<file path="src/rtl/ysyx_22040386_fetch_queue.sv">
// Multi-cycle instruction fetch with a DEPTH-entry prefetch queue and redirect flush.
// Define YSYX_22040386_FETCH_PERF_EN to add the perf_fetch_cnt / perf_stall_cnt counters.
//
// state | meaning
// REQ   | may issue a request while the queue has room
// WAIT  | one request outstanding, response will be queued
// DROP  | one request outstanding, response will be discarded
module ysyx_22040386_fetch_queue #(
    parameter int          XLEN     = 64,
    parameter int          BUS_W    = 64,
    parameter int          DEPTH    = 4,
    parameter logic [63:0] RESET_PC = 64'h8000_0000
) (
    input  logic             clk,
    input  logic             rst,
    output logic             req_valid,
    input  logic             req_ready,
    output logic [XLEN-1:0]  req_addr,
    input  logic             rsp_valid,
    input  logic [BUS_W-1:0] rsp_data,
    input  logic             redirect_valid,
    input  logic [XLEN-1:0]  redirect_pc,
    output logic             inst_valid,
    input  logic             inst_ready,
    output logic [31:0]      inst,
    output logic [XLEN-1:0]  inst_pc
`ifdef YSYX_22040386_FETCH_PERF_EN
    ,
    output logic [63:0]      perf_fetch_cnt,
    output logic [63:0]      perf_stall_cnt
`endif
);

    localparam int OFF = $clog2(BUS_W / 8);
    localparam int AW  = $clog2(DEPTH);

    typedef enum logic [1:0] {
        S_REQ  = 2'd0,
        S_WAIT = 2'd1,
        S_DROP = 2'd2
    } state_t;

    state_t          state;
    logic [XLEN-1:0] fetch_pc;
    logic [XLEN-1:0] q_pc   [DEPTH];
    logic [31:0]     q_inst [DEPTH];
    logic [AW:0]     wr_ptr;
    logic [AW:0]     rd_ptr;

    logic            empty;
    logic            full;
    logic            req_fire;
    logic            push;
    logic            pop;
    logic [OFF-1:0]  word_sel;
    logic [31:0]     rsp_word;

    assign empty = (wr_ptr == rd_ptr);
    assign full  = (wr_ptr[AW] != rd_ptr[AW]) && (wr_ptr[AW-1:0] == rd_ptr[AW-1:0]);

    // rst gates the request so nothing is issued while the block is held in reset.
    assign req_valid = (state == S_REQ) && !full && !rst;
    assign req_addr  = {fetch_pc[XLEN-1:OFF], {OFF{1'b0}}};
    assign req_fire  = req_valid && req_ready;

    assign word_sel = fetch_pc[OFF-1:0] >> 2;
    assign rsp_word = rsp_data[32*word_sel +: 32];

    assign push = (state == S_WAIT) && rsp_valid && !redirect_valid;
    assign inst_valid = !empty && !redirect_valid;
    assign pop  = inst_valid && inst_ready;

    assign inst    = q_inst[rd_ptr[AW-1:0]];
    assign inst_pc = q_pc[rd_ptr[AW-1:0]];

    always_ff @(posedge clk or posedge rst) begin
        if (rst) begin
            state    <= S_REQ;
            fetch_pc <= RESET_PC[XLEN-1:0];
        end else begin
            case (state)
                S_REQ: begin
                    if (req_fire)
                        state <= redirect_valid ? S_DROP : S_WAIT;
                end
                S_WAIT: begin
                    if (rsp_valid)
                        state <= S_REQ;
                    else if (redirect_valid)
                        state <= S_DROP;
                end
                S_DROP: begin
                    if (rsp_valid)
                        state <= S_REQ;
                end
                default: state <= S_REQ;
            endcase

            if (redirect_valid)
                fetch_pc <= {redirect_pc[XLEN-1:2], 2'b00};
            else if (push)
                fetch_pc <= fetch_pc + XLEN'(4);
        end
    end

    always_ff @(posedge clk or posedge rst) begin
        if (rst) begin
            wr_ptr <= '0;
            rd_ptr <= '0;
            for (int i = 0; i < DEPTH; i++) begin
                q_pc[i]   <= '0;
                q_inst[i] <= '0;
            end
        end else if (redirect_valid) begin
            wr_ptr <= '0;
            rd_ptr <= '0;
        end else begin
            if (push) begin
                q_pc[wr_ptr[AW-1:0]]   <= fetch_pc;
                q_inst[wr_ptr[AW-1:0]] <= rsp_word;
                wr_ptr                 <= wr_ptr + 1'b1;
            end
            if (pop)
                rd_ptr <= rd_ptr + 1'b1;
        end
    end

`ifdef YSYX_22040386_FETCH_PERF_EN
    always_ff @(posedge clk or posedge rst) begin
        if (rst) begin
            perf_fetch_cnt <= '0;
            perf_stall_cnt <= '0;
        end else begin
            if (push)
                perf_fetch_cnt <= perf_fetch_cnt + 64'd1;
            if (inst_ready && !inst_valid)
                perf_stall_cnt <= perf_stall_cnt + 64'd1;
        end
    end
`endif

endmodule

</file>
<file path="config.mk">
export PLATFORM = sky130hd
export DESIGN_NAME = ysyx_22040386_fetch_queue
export DESIGN_NICKNAME = d
export VERILOG_FILES = /design/src/rtl/ysyx_22040386_fetch_queue.sv
export SDC_FILE = /design/constraint.sdc
export NUM_CORES = 1
export LEC_CHECK = 0
export CAP_MARGIN = 20
export CORE_MARGIN = 2
export CORE_UTILIZATION = 45
export CTS_CLUSTER_DIAMETER = 100
export DETAILED_ROUTE_END_ITERATION = 10
export PLACE_DENSITY = 0.71
export SYNTH_ARGS = -nofsm -noshare
export SYNTH_HDL_FRONTEND = slang
export SYNTH_SLANG_ARGS = --single-unit
</file>
<file path="constraint.sdc">
create_clock -name clk -period 16.52 [get_ports clk]
set_input_delay 4.956 -clock clk [delete_from_list [all_inputs] [get_ports clk]]
set_output_delay 4.956 -clock clk [all_outputs]
set_load 0.02 [all_outputs]
</file>
==> results of run 1 <==
## path summary, 6_finish.rpt
| check | startpoint | endpoint | slack (ns) | cells past startpoint |
|---|---|---|---|---|
| setup / recovery | redirect_valid | inst_valid | 5.12 | 4 |
| hold / removal | q_pc[211]$_DFFE_PP0P_ | q_pc[211]$_DFFE_PP0P_ | 0.47 | 2 |
| setup reg to reg | state[1]$_DFFE_PP0P_ | q_pc[51]$_DFFE_PP0P_ | 13.13 | 5 |
| max in group asynchronous | rst | q_pc[182]$_DFFE_PP0P_ | 9.92 | 4 |
| hold reg to reg | q_pc[211]$_DFFE_PP0P_ | q_pc[211]$_DFFE_PP0P_ | 0.47 | 2 |
| min in group asynchronous | rst | q_inst[26]$_DFFE_PP0P_ | 5.10 | 3 |
## worst reg2reg max path: stages, from the launching register on
cell	delay, ns
dfrtp_1	0.45
and3b_1	0.39
and2_1	0.38
nand2_4	0.53
buf_4	0.98
mux2_2	0.54
## logic make-up after synthesis
family                   Yosys count  share of synthesized area, %
flip-flops                       446                          53.7
AND/OR/NAND/NOR                  389                          8.89
AO/OA/AOI/OAI                    244                          6.39
buffers and inverters            212                          5.20
adder cells (fa/ha/maj)            6                         0.361
XOR/XNOR                          40                          1.68
multiplexers                     349                          23.8
other                              1                        0.0180
## state kept, by name, summed over array words and instances (netlist names)
signal	count
rd_ptr	3
state	2
q_pc	248
wr_ptr	3
q_inst	128
fetch_pc	62
## layout make-up
class / count / share of cell area (%)
clock buffers: 61 / 5.25
clock inverters: 30 / 1.48
repair buffers: 305 / 12.1
multi-input cells: 1033 / 33.9
inverters: 12 / 0.193
flip-flops and latches: 446 / 44.1
well taps: 600 / 2.96
## power by group
part	total, mW	switching, mW	internal (mW)
Sequential	1.29	0.0880	1.20
Combinational	0.699	0.329	0.370
Clock	1.15	0.448	0.699
Total	3.14	0.865	2.27
## per-layer routing
| layer | track usage, % | routed length, um | vias to the layer above |
|---|---|---|---|
| li1 | - | - | 6322 |
| met1 | 27.2 | 20900 | 7042 |
| met2 | 35.7 | 24600 | 300 |
| met3 | 4.50 | 2760 | 97 |
| met4 | 6.96 | 1330 | 4 |
| met5 | 0 | 26 | - |
## layout by cell type, fill, tap and decap left out, drive strengths merged, types with 3 or more instances in the layout
cell             n
dfrtp          445
clkdlybuf4s50  287
nand2          226
mux2           222
o21ai          191
mux4            94
clkbuf          61
nor2            34
mux2i           33
xnor2           33
nand3           29
a31oi           22
or4             21
o31ai           18
nand4           18
clkinv          18
buf             18
nor3            14
inv             14
and4            10
nor4            10
bufinv           8
xor2             7
and3             7
ha               6
and2             5
conb             5
a21oi            3
o211ai           3
or3              3
or4b             3
==> run metrics, run 1 <==
CP bufs+invs 3; Initial DRC Count 833; placed cells 2394; Die Ht 219 um; Synth area leaders dfrtp_1, mux2_2, mux4_2; fin cells 2487; die width 219 um; routed length per instance 20.0 um; register area 11200 um^2; Hold Fails Final Rpt 0; RSZ-0062 raised after global routing no; Root Driver clkbuf_16; area of the multi-input gates 8600 um^2; Worst EP required 11.56 ns; VDD IR max 0.0000882 V; global route total overflow 0; largest net degree at the start of global routing 192; postcts setup bufs 0; crit path kind input port to output port; cts bufs inserted 49; Hold Crit Class flop to flop; Via density 5.53; I/O pins 296; Post-synth ARST share 100%; kind of cell adding the most delay to the critical path buffers and inverters; core area 45500 um^2; DP HPWL 31.2 mm; number of synthesized register bits 446; port bufs 288; PwrDens 124 nW/um^2; final worst-path cycle share 69.0%; total track usage 21.1%; synth warn 0; clock-pin slew on the worst setup and hold paths 0.06 ns; Post-synth EDFFs 0; Layout area overhead 21.8%; TritonCTS clock tree yes; crit path max-delay cell type clkdlybuf4s50_1; CP arrival 6.45 ns; worst-margin pin slew 1.10 ns; Slew HR 26.5%; clk buf depth 3; GP Congestion 0.782; die area 48000 um^2; Final Max Slew Viols 0; Synth Cell Area 20800 um^2; DRC 0; PostCTS Resize Cnt 0; Final min period 11.40 ns; row count 78; Min Hold Slack 0.474 ns; clock tree sinks 446; main flop type after synthesis dfrtp_1; Fillers 3771; CP Launch Type input port; Synth Area per Inst 12.3 um^2; CTS Hold Bufs 0; Fin Setup TNS 0 ns; area leader, netlist dfrtp_1; net count of the finished layout 1987; Placed Area 23600 um^2; Peak Freq 87.7 MHz; worst slack, placed 5.11 ns; skew final 0.0310 ns; final setup margin 5.12 ns; final core occ 55.7%; 1st-pass router iterations 4; Crit Path Max Fanout 42; Cell Chain, Critical Path buf_2 -> buf_4 -> a31oi_1 -> clkdlybuf4s50_1; max-cap violation count 0; post-synthesis sequential area ratio 53.7%; # H-tree levels 2; antenna cells 0; Setup crit end kind output port; final setup vio count 0; Synth top area share 53.5%; Vias 13765; count leader, synth dfrtp_1; ANT nets after route 0; max incr delay on CP 0.76 ns; Post-Route WL 49.6 mm; Power Total 3.14 mW; Post-Syn Instances 1687; initial antenna violation count 2; vias in the first global route 14394; layout cell share with drive strength beyond 1 23.1%; Worst-Skew Late Latency 0.59 ns; status completed; first-pass GRT wire length 79.5 mm; starting density of the core 45.7%; top cells by count, synth dfrtp_1, nand2_1, mux2_2, o21ai_0, mux4_2; Cell variety after synth 52; Pleak 11.1 nW; Final Cell Area 25300 um^2
Note: power is estimated with default switching activity, not from simulation.
==> inputs of run 2 (changes only) <==
--- a/config.mk
+++ b/config.mk
@@ -10,7 +10,7 @@
 export CORE_UTILIZATION = 45
 export CTS_CLUSTER_DIAMETER = 100
 export DETAILED_ROUTE_END_ITERATION = 10
-export PLACE_DENSITY = 0.71
+export PLACE_DENSITY = 0.68
 export SYNTH_ARGS = -nofsm -noshare
 export SYNTH_HDL_FRONTEND = slang
 export SYNTH_SLANG_ARGS = --single-unit
==> constraint.sdc (replaced) <==
create_clock -name clk -period 11 [get_ports clk]
set_input_delay 3.3 -clock clk [delete_from_list [all_inputs] [get_ports clk]]
set_output_delay 3.3 -clock clk [all_outputs]
set_load 0.02 [all_outputs]
==> run metrics, run 2 (same netlist as run 1, synthesis figures left out) <==
PostCTS Resize Cnt 0 (unchanged); Pleak 11.1 nW (about the same); clk buf depth 3 (unchanged); Root Driver clkbuf_16; CP bufs+invs 3 (unchanged); postcts setup bufs 0 (unchanged); Placed Area 23600 um^2 (about the same); GP Congestion 0.758 (-3.0%); 1st-pass router iterations 5 (+1); Peak Freq 122 MHz; die area 48000 um^2 (unchanged); initial antenna violation count 0 (-2); most frequent cells in the layout dfrtp_1, clkdlybuf4s50_1, mux2_2; Post-Route WL 50.5 mm (+1.8%); clock tree sinks 446 (unchanged); max incr delay on CP 0.79 ns (+0.03 ns); Hold Crit Class flop to flop; max FFs per register 248 (unchanged); first-pass GRT wire length 80.2 mm (+0.97%); met2 Usage GRT 36.0% (+0.32 points); Final Max Slew Viols 0 (unchanged); kind of cell adding the most delay to the critical path buffers and inverters; RSZ-0062 raised after global routing no; Largest Register q_pc; DP HPWL 31.8 mm (+1.8%); Die Ht 219 um (unchanged); crit path kind input port to output port; Vias 13884 (+0.86%); layout cell share with drive strength beyond 1 23.1% (-0.024 points); crit path max-delay cell type clkdlybuf4s50_1; antenna cells 0 (unchanged); Cell Chain, Critical Path buf_2 -> buf_4 -> a31oi_1 -> clkdlybuf4s50_1; max-cap violation count 0 (unchanged); total track usage 21.3% (+0.20 points); I/O pins 296 (unchanged); die width 219 um (unchanged); CP Launch Type input port; Initial DRC Count 766 (-8.0%); port bufs 288 (unchanged); core area 45500 um^2 (unchanged); worst-margin pin slew 1.09 ns (-0.00803 ns); most common cell after layout, fill and taps aside dfrtp_1; ANT nets after route 0 (unchanged); routed length per instance 20.3 um (+1.7%); CTS Hold Bufs 0 (unchanged); final setup vio count 0 (unchanged); TritonCTS clock tree yes; Final min period 8.18 ns; largest net degree at the start of global routing 169 (-12%); skew final 0.0153 ns (-0.0157 ns); final worst-path cycle share 74.3%; Via density 5.58 (+0.78%); net count of the finished layout 1990 (+0.15%); PwrDens 186 nW/um^2 (+50%); Crit Path Max Fanout 44 (+4.8%); CP arrival 4.88 ns (-1.57 ns); status completed; starting density of the core 45.7% (unchanged); biggest regs q_pc x248, q_inst x128, fetch_pc x62; met3 GRT Util 4.23% (-0.28 points); vias in the first global route 14513 (+0.83%); Worst-Skew Late Latency 0.58 ns (about the same); GR peak layer met2; global route total overflow 0 (unchanged); VDD IR max 0.000138 V (+57%); clock-pin slew on the worst setup and hold paths 0.06 ns (about the same); Layout area overhead 22.0% (about the same); Fillers 3824 (+1.4%); row count 78 (unchanged); met1 GRT Util 28.0% (+0.86 points); Setup crit end kind output port; Final Cell Area 25400 um^2 (about the same); cts bufs inserted 48 (-2.0%); Hold Fails Final Rpt 0 (unchanged); Slew HR 27.0% (+0.54 points); # H-tree levels 2 (unchanged); Power Total 4.71 mW (+50%); DRC 0 (unchanged); Fin Setup TNS 0 ns (unchanged); Worst EP required 7.70 ns (-3.86 ns)
run 2: changes by cell type in the layout (fill, tap and decap cells not counted), sizes merged:
cell      previous run  this run
buf                 18        22
bufinv               8         7
clkbuf              61        66
clkinv              18        11
clkinvlp             2         4
inv                 14        13
run 2: where the power goes:
group	total [mW]	internal, mW	switching, mW	leakage, nW
clock network	1.71	1.04	0.670	0.829
registers	1.94	1.81	0.130	5.97
logic	1.06	0.557	0.501	4.31
total	4.71	3.41	1.30	11.1
run 2: final cells by class:
class	instances	area [um^2]	area share [%]
Sequential cell	446	11200	44.0
Multi-Input combinational cell	1033	8600	33.9
Timing Repair Buffer	309	3110	12.3
Clock buffer	66	1380	5.44
Tap cell	600	751	2.96
Clock inverter	23	305	1.20
Inverter	12	48.8	0.192
run 2: stage by stage:
stage          utilization, %  hold WS [ns]  setup slack (ns)  std cells
2_1_floorplan               -         0.445              1.67       1691
5_1_grt                  55.8         0.498              2.75       2489
3_5_place_dp             51.9         0.467              2.82       2397
6_report                 55.8         0.476              2.82       2489
4_1_cts                  55.6         0.481              2.82       2486
3_3_place_gp             51.9         0.456              2.83       2397
run 2: final timing paths:
path	from	to	slack, ns	depth (start not counted)
setup / recovery	redirect_valid	inst_valid	2.82	4
hold / removal	q_inst[35]$_DFFE_PP0P_	q_inst[35]$_DFFE_PP0P_	0.48	2
setup reg to reg	state[1]$_DFFE_PP0P_	q_pc[38]$_DFFE_PP0P_	7.74	5
hold reg to reg	q_inst[35]$_DFFE_PP0P_	q_inst[35]$_DFFE_PP0P_	0.48	2
max in group asynchronous	rst	q_pc[251]$_DFFE_PP0P_	6.17	4
min in group asynchronous	rst	q_inst[29]$_DFFE_PP0P_	3.31	3
run 2: routing by layer:
layer	share of wire (%)	routed length, um
met1	43	21800
met5	0	0
met4	1.8	915
met2	50	25300
met3	5.1	2570
run 2: worst min-delay path, stage by stage, from the launching register on:
cell and delay (ns):
dfrtp_1 0.34, nand2_1 0.04, o21ai_0 0.06
==> inputs of run 3 (changes only) <==
--- a/config.mk
+++ b/config.mk
@@ -10,7 +10,7 @@
 export CORE_UTILIZATION = 45
 export CTS_CLUSTER_DIAMETER = 100
 export DETAILED_ROUTE_END_ITERATION = 10
-export PLACE_DENSITY = 0.68
+export PLACE_DENSITY = 0.71
 export SYNTH_ARGS = -nofsm -noshare
 export SYNTH_HDL_FRONTEND = slang
 export SYNTH_SLANG_ARGS = --single-unit
==> constraint.sdc (replaced) <==
create_clock -name clk -period 7.5 [get_ports clk]
set_input_delay 2.25 -clock clk [delete_from_list [all_inputs] [get_ports clk]]
set_output_delay 2.25 -clock clk [all_outputs]
set_load 0.02 [all_outputs]
==> run metrics, run 3 (same netlist as run 1, synthesis figures left out) <==
status completed; Logic pwr share 22.8% (+0.3 points); die area 48000 um^2 (unchanged); clk buf depth 3 (unchanged); final worst-path cycle share 79.1%; DP HPWL 32.4 mm (+2.0%); Die Ht 219 um (unchanged); switching pwr 1.87 mW (+44%); cell repeated most along the worst path clkdlybuf4s50_1; CP startpoint rst; max FFs per register 248 (unchanged); largest net degree at the start of global routing 180 (+6.5%); kind of cell adding the most delay to the critical path buffers and inverters; routed length per instance 20.3 um (+0.12%); Cell Chain, Critical Path clkdlybuf4s50_1 -> nor3_1 -> o21a_1 -> clkdlybuf4s50_1; Vias 13836 (-0.35%); net count of the finished layout 1993 (+0.15%); final setup margin 1.57 ns (-1.25 ns); first-pass GRT wire length 80.4 mm (+0.27%); CP arrival 3.68 ns (-1.20 ns); worst-margin pin slew 1.07 ns (-0.0207 ns); DRC 0 (unchanged); port bufs 288 (unchanged); Clock power frac 34.5% (-1.9 points); Fillers 3821 (-0.078%); row count 78 (unchanged); final setup vio count 0 (unchanged); TritonCTS clock tree yes; ANT nets after route 0 (unchanged); Crit Reg-Reg Startpoint fetch_pc[2]$_DFFE_PP0N_; # H-tree levels 2 (unchanged); biggest regs q_pc x248, q_inst x128, fetch_pc x62; initial antenna violation count 2 (+2); max-cap violation count 0 (unchanged); Min Hold Slack 0.473 ns (-0.00319 ns); placed cells 2403 (+0.25%); PwrDens 266 nW/um^2 (+43%); Final Max Slew Viols 0 (unchanged); CP bufs+invs 2 (-1); crit path max-delay cell type clkdlybuf4s50_1; Largest Register q_pc; most frequent cells in the layout dfrtp_1, clkdlybuf4s50_1, mux2_2; CTS Hold Bufs 0 (unchanged); die width 219 um (unchanged); antenna cells 0 (unchanged); min-delay src q_inst[19]$_DFFE_PP0P_; Sw Ratio 28.0% (+0.32 points); Peak Freq 169 MHz; max incr delay on CP 0.61 ns (-0.18 ns); worst slack, placed 1.56 ns (-1.26 ns); Post-Route WL 50.6 mm (+0.20%); clock-pin slew on the worst setup and hold paths 0.06 ns (about the same); fin cells 2491 (+0.080%); postcts setup bufs 0 (unchanged); Worst EP required 5.25 ns (-2.45 ns); clock tree sinks 446 (unchanged); Flop pwr share 42.7% (+1.6 points); Crit Path Max Fanout 2 (-95%); skew final 0.0128 ns (-0.00247 ns); PostCTS Resize Cnt 0 (unchanged); Pleak 11.0 nW (-0.62%); Hold Fails Final Rpt 0 (unchanged); global route total overflow 0 (unchanged); Root Driver clkbuf_16; core area 45500 um^2 (unchanged); most common cell after layout, fill and taps aside dfrtp_1; CP Launch Type input port; Slew HR 28.4% (+1.4 points); Via density 5.55 (-0.43%); total track usage 21.5% (+0.20 points); vias in the first global route 14505 (-0.055%); crit path kind input port to output port; VDD IR max 0.000218 V (+58%); I/O pins 296 (unchanged); Fin Setup TNS 0 ns (unchanged); final core occ 55.4% (-0.32 points); cts bufs inserted 48 (unchanged); layout cell share with drive strength beyond 1 22.9% (-0.18 points); starting density of the core 45.7% (unchanged); RSZ-0062 raised after global routing no; Initial DRC Count 1077 (+41%); Final min period 5.93 ns; 1st-pass router iterations 5 (unchanged); GP Congestion 0.796 (+5.0%); Worst-Skew Late Latency 0.57 ns (about the same); Hold Crit Class flop to flop; Layout area overhead 21.2%; Setup crit end kind output port; internal power 4.82 mW (+42%)
-- run 3: changes by cell type in the layout (fill, tap and decap cells not counted), sizes merged --
cell      previous run  this run
clkbuf              66        74
bufinv               7         1
buf                 22        25
clkinv              11         9
clkinvlp             4         3
-- run 3: tightest hold or removal path: stages, from the launching register on --
cell and delay, ns:
dfrtp_1 0.33, nand2_1 0.04, o21ai_0 0.06
-- run 3: worst paths after layout --
path	to	slack [ns]	depth (start not counted)
worst max register to register	fetch_pc[56]$_DFFE_PP0N_	4.18	7
worst max-delay path	req_valid	1.57	4
worst min register to register	q_inst[19]$_DFFE_PP0P_	0.47	2
min in group asynchronous	fetch_pc[3]$_DFFE_PP0N_	2.19	2
max in group asynchronous	q_pc[227]$_DFFE_PP0P_	3.88	3
worst min-delay path	q_inst[19]$_DFFE_PP0P_	0.47	2
-- run 3: power groups by stage --
stage	registers (mW)	clock network, mW	logic, mW
6_report	2.86	2.31	1.53
5_1_grt	2.89	2.48	1.64
4_1_cts	2.86	2.37	1.55
3_5_place_dp	2.90	0	1.55
3_3_place_gp	2.88	0	1.53
2_1_floorplan	2.80	0	0.964
-- run 3: per-layer routing --
metal / GRT usage [%] / part of all wire, %
met2: 36.1 / 50
met4: 6.78 / 2.1
met3: 4.67 / 5.8
met1: 28.0 / 42
met5: 0 / 0.045
-- run 3: area by class of cell --
cell class / instances / area, um^2 / area share (%)
inverter: 12 / 48.8 / 0.194
timing repair buffer: 312 / 3100 / 12.3
clock inverter: 14 / 111 / 0.442
tap: 600 / 751 / 2.98
sequential: 446 / 11200 / 44.3
clock buffer: 74 / 1440 / 5.71
multi-input combinational: 1033 / 8600 / 34.1
-- run 3: through the flow --
step,power [mW],instance area [um^2]
global route,7.01,25200
finish,6.70,25200
detailed placement,4.45,23700
CTS,6.79,25200
floorplan,3.76,20800
global placement,4.41,23700
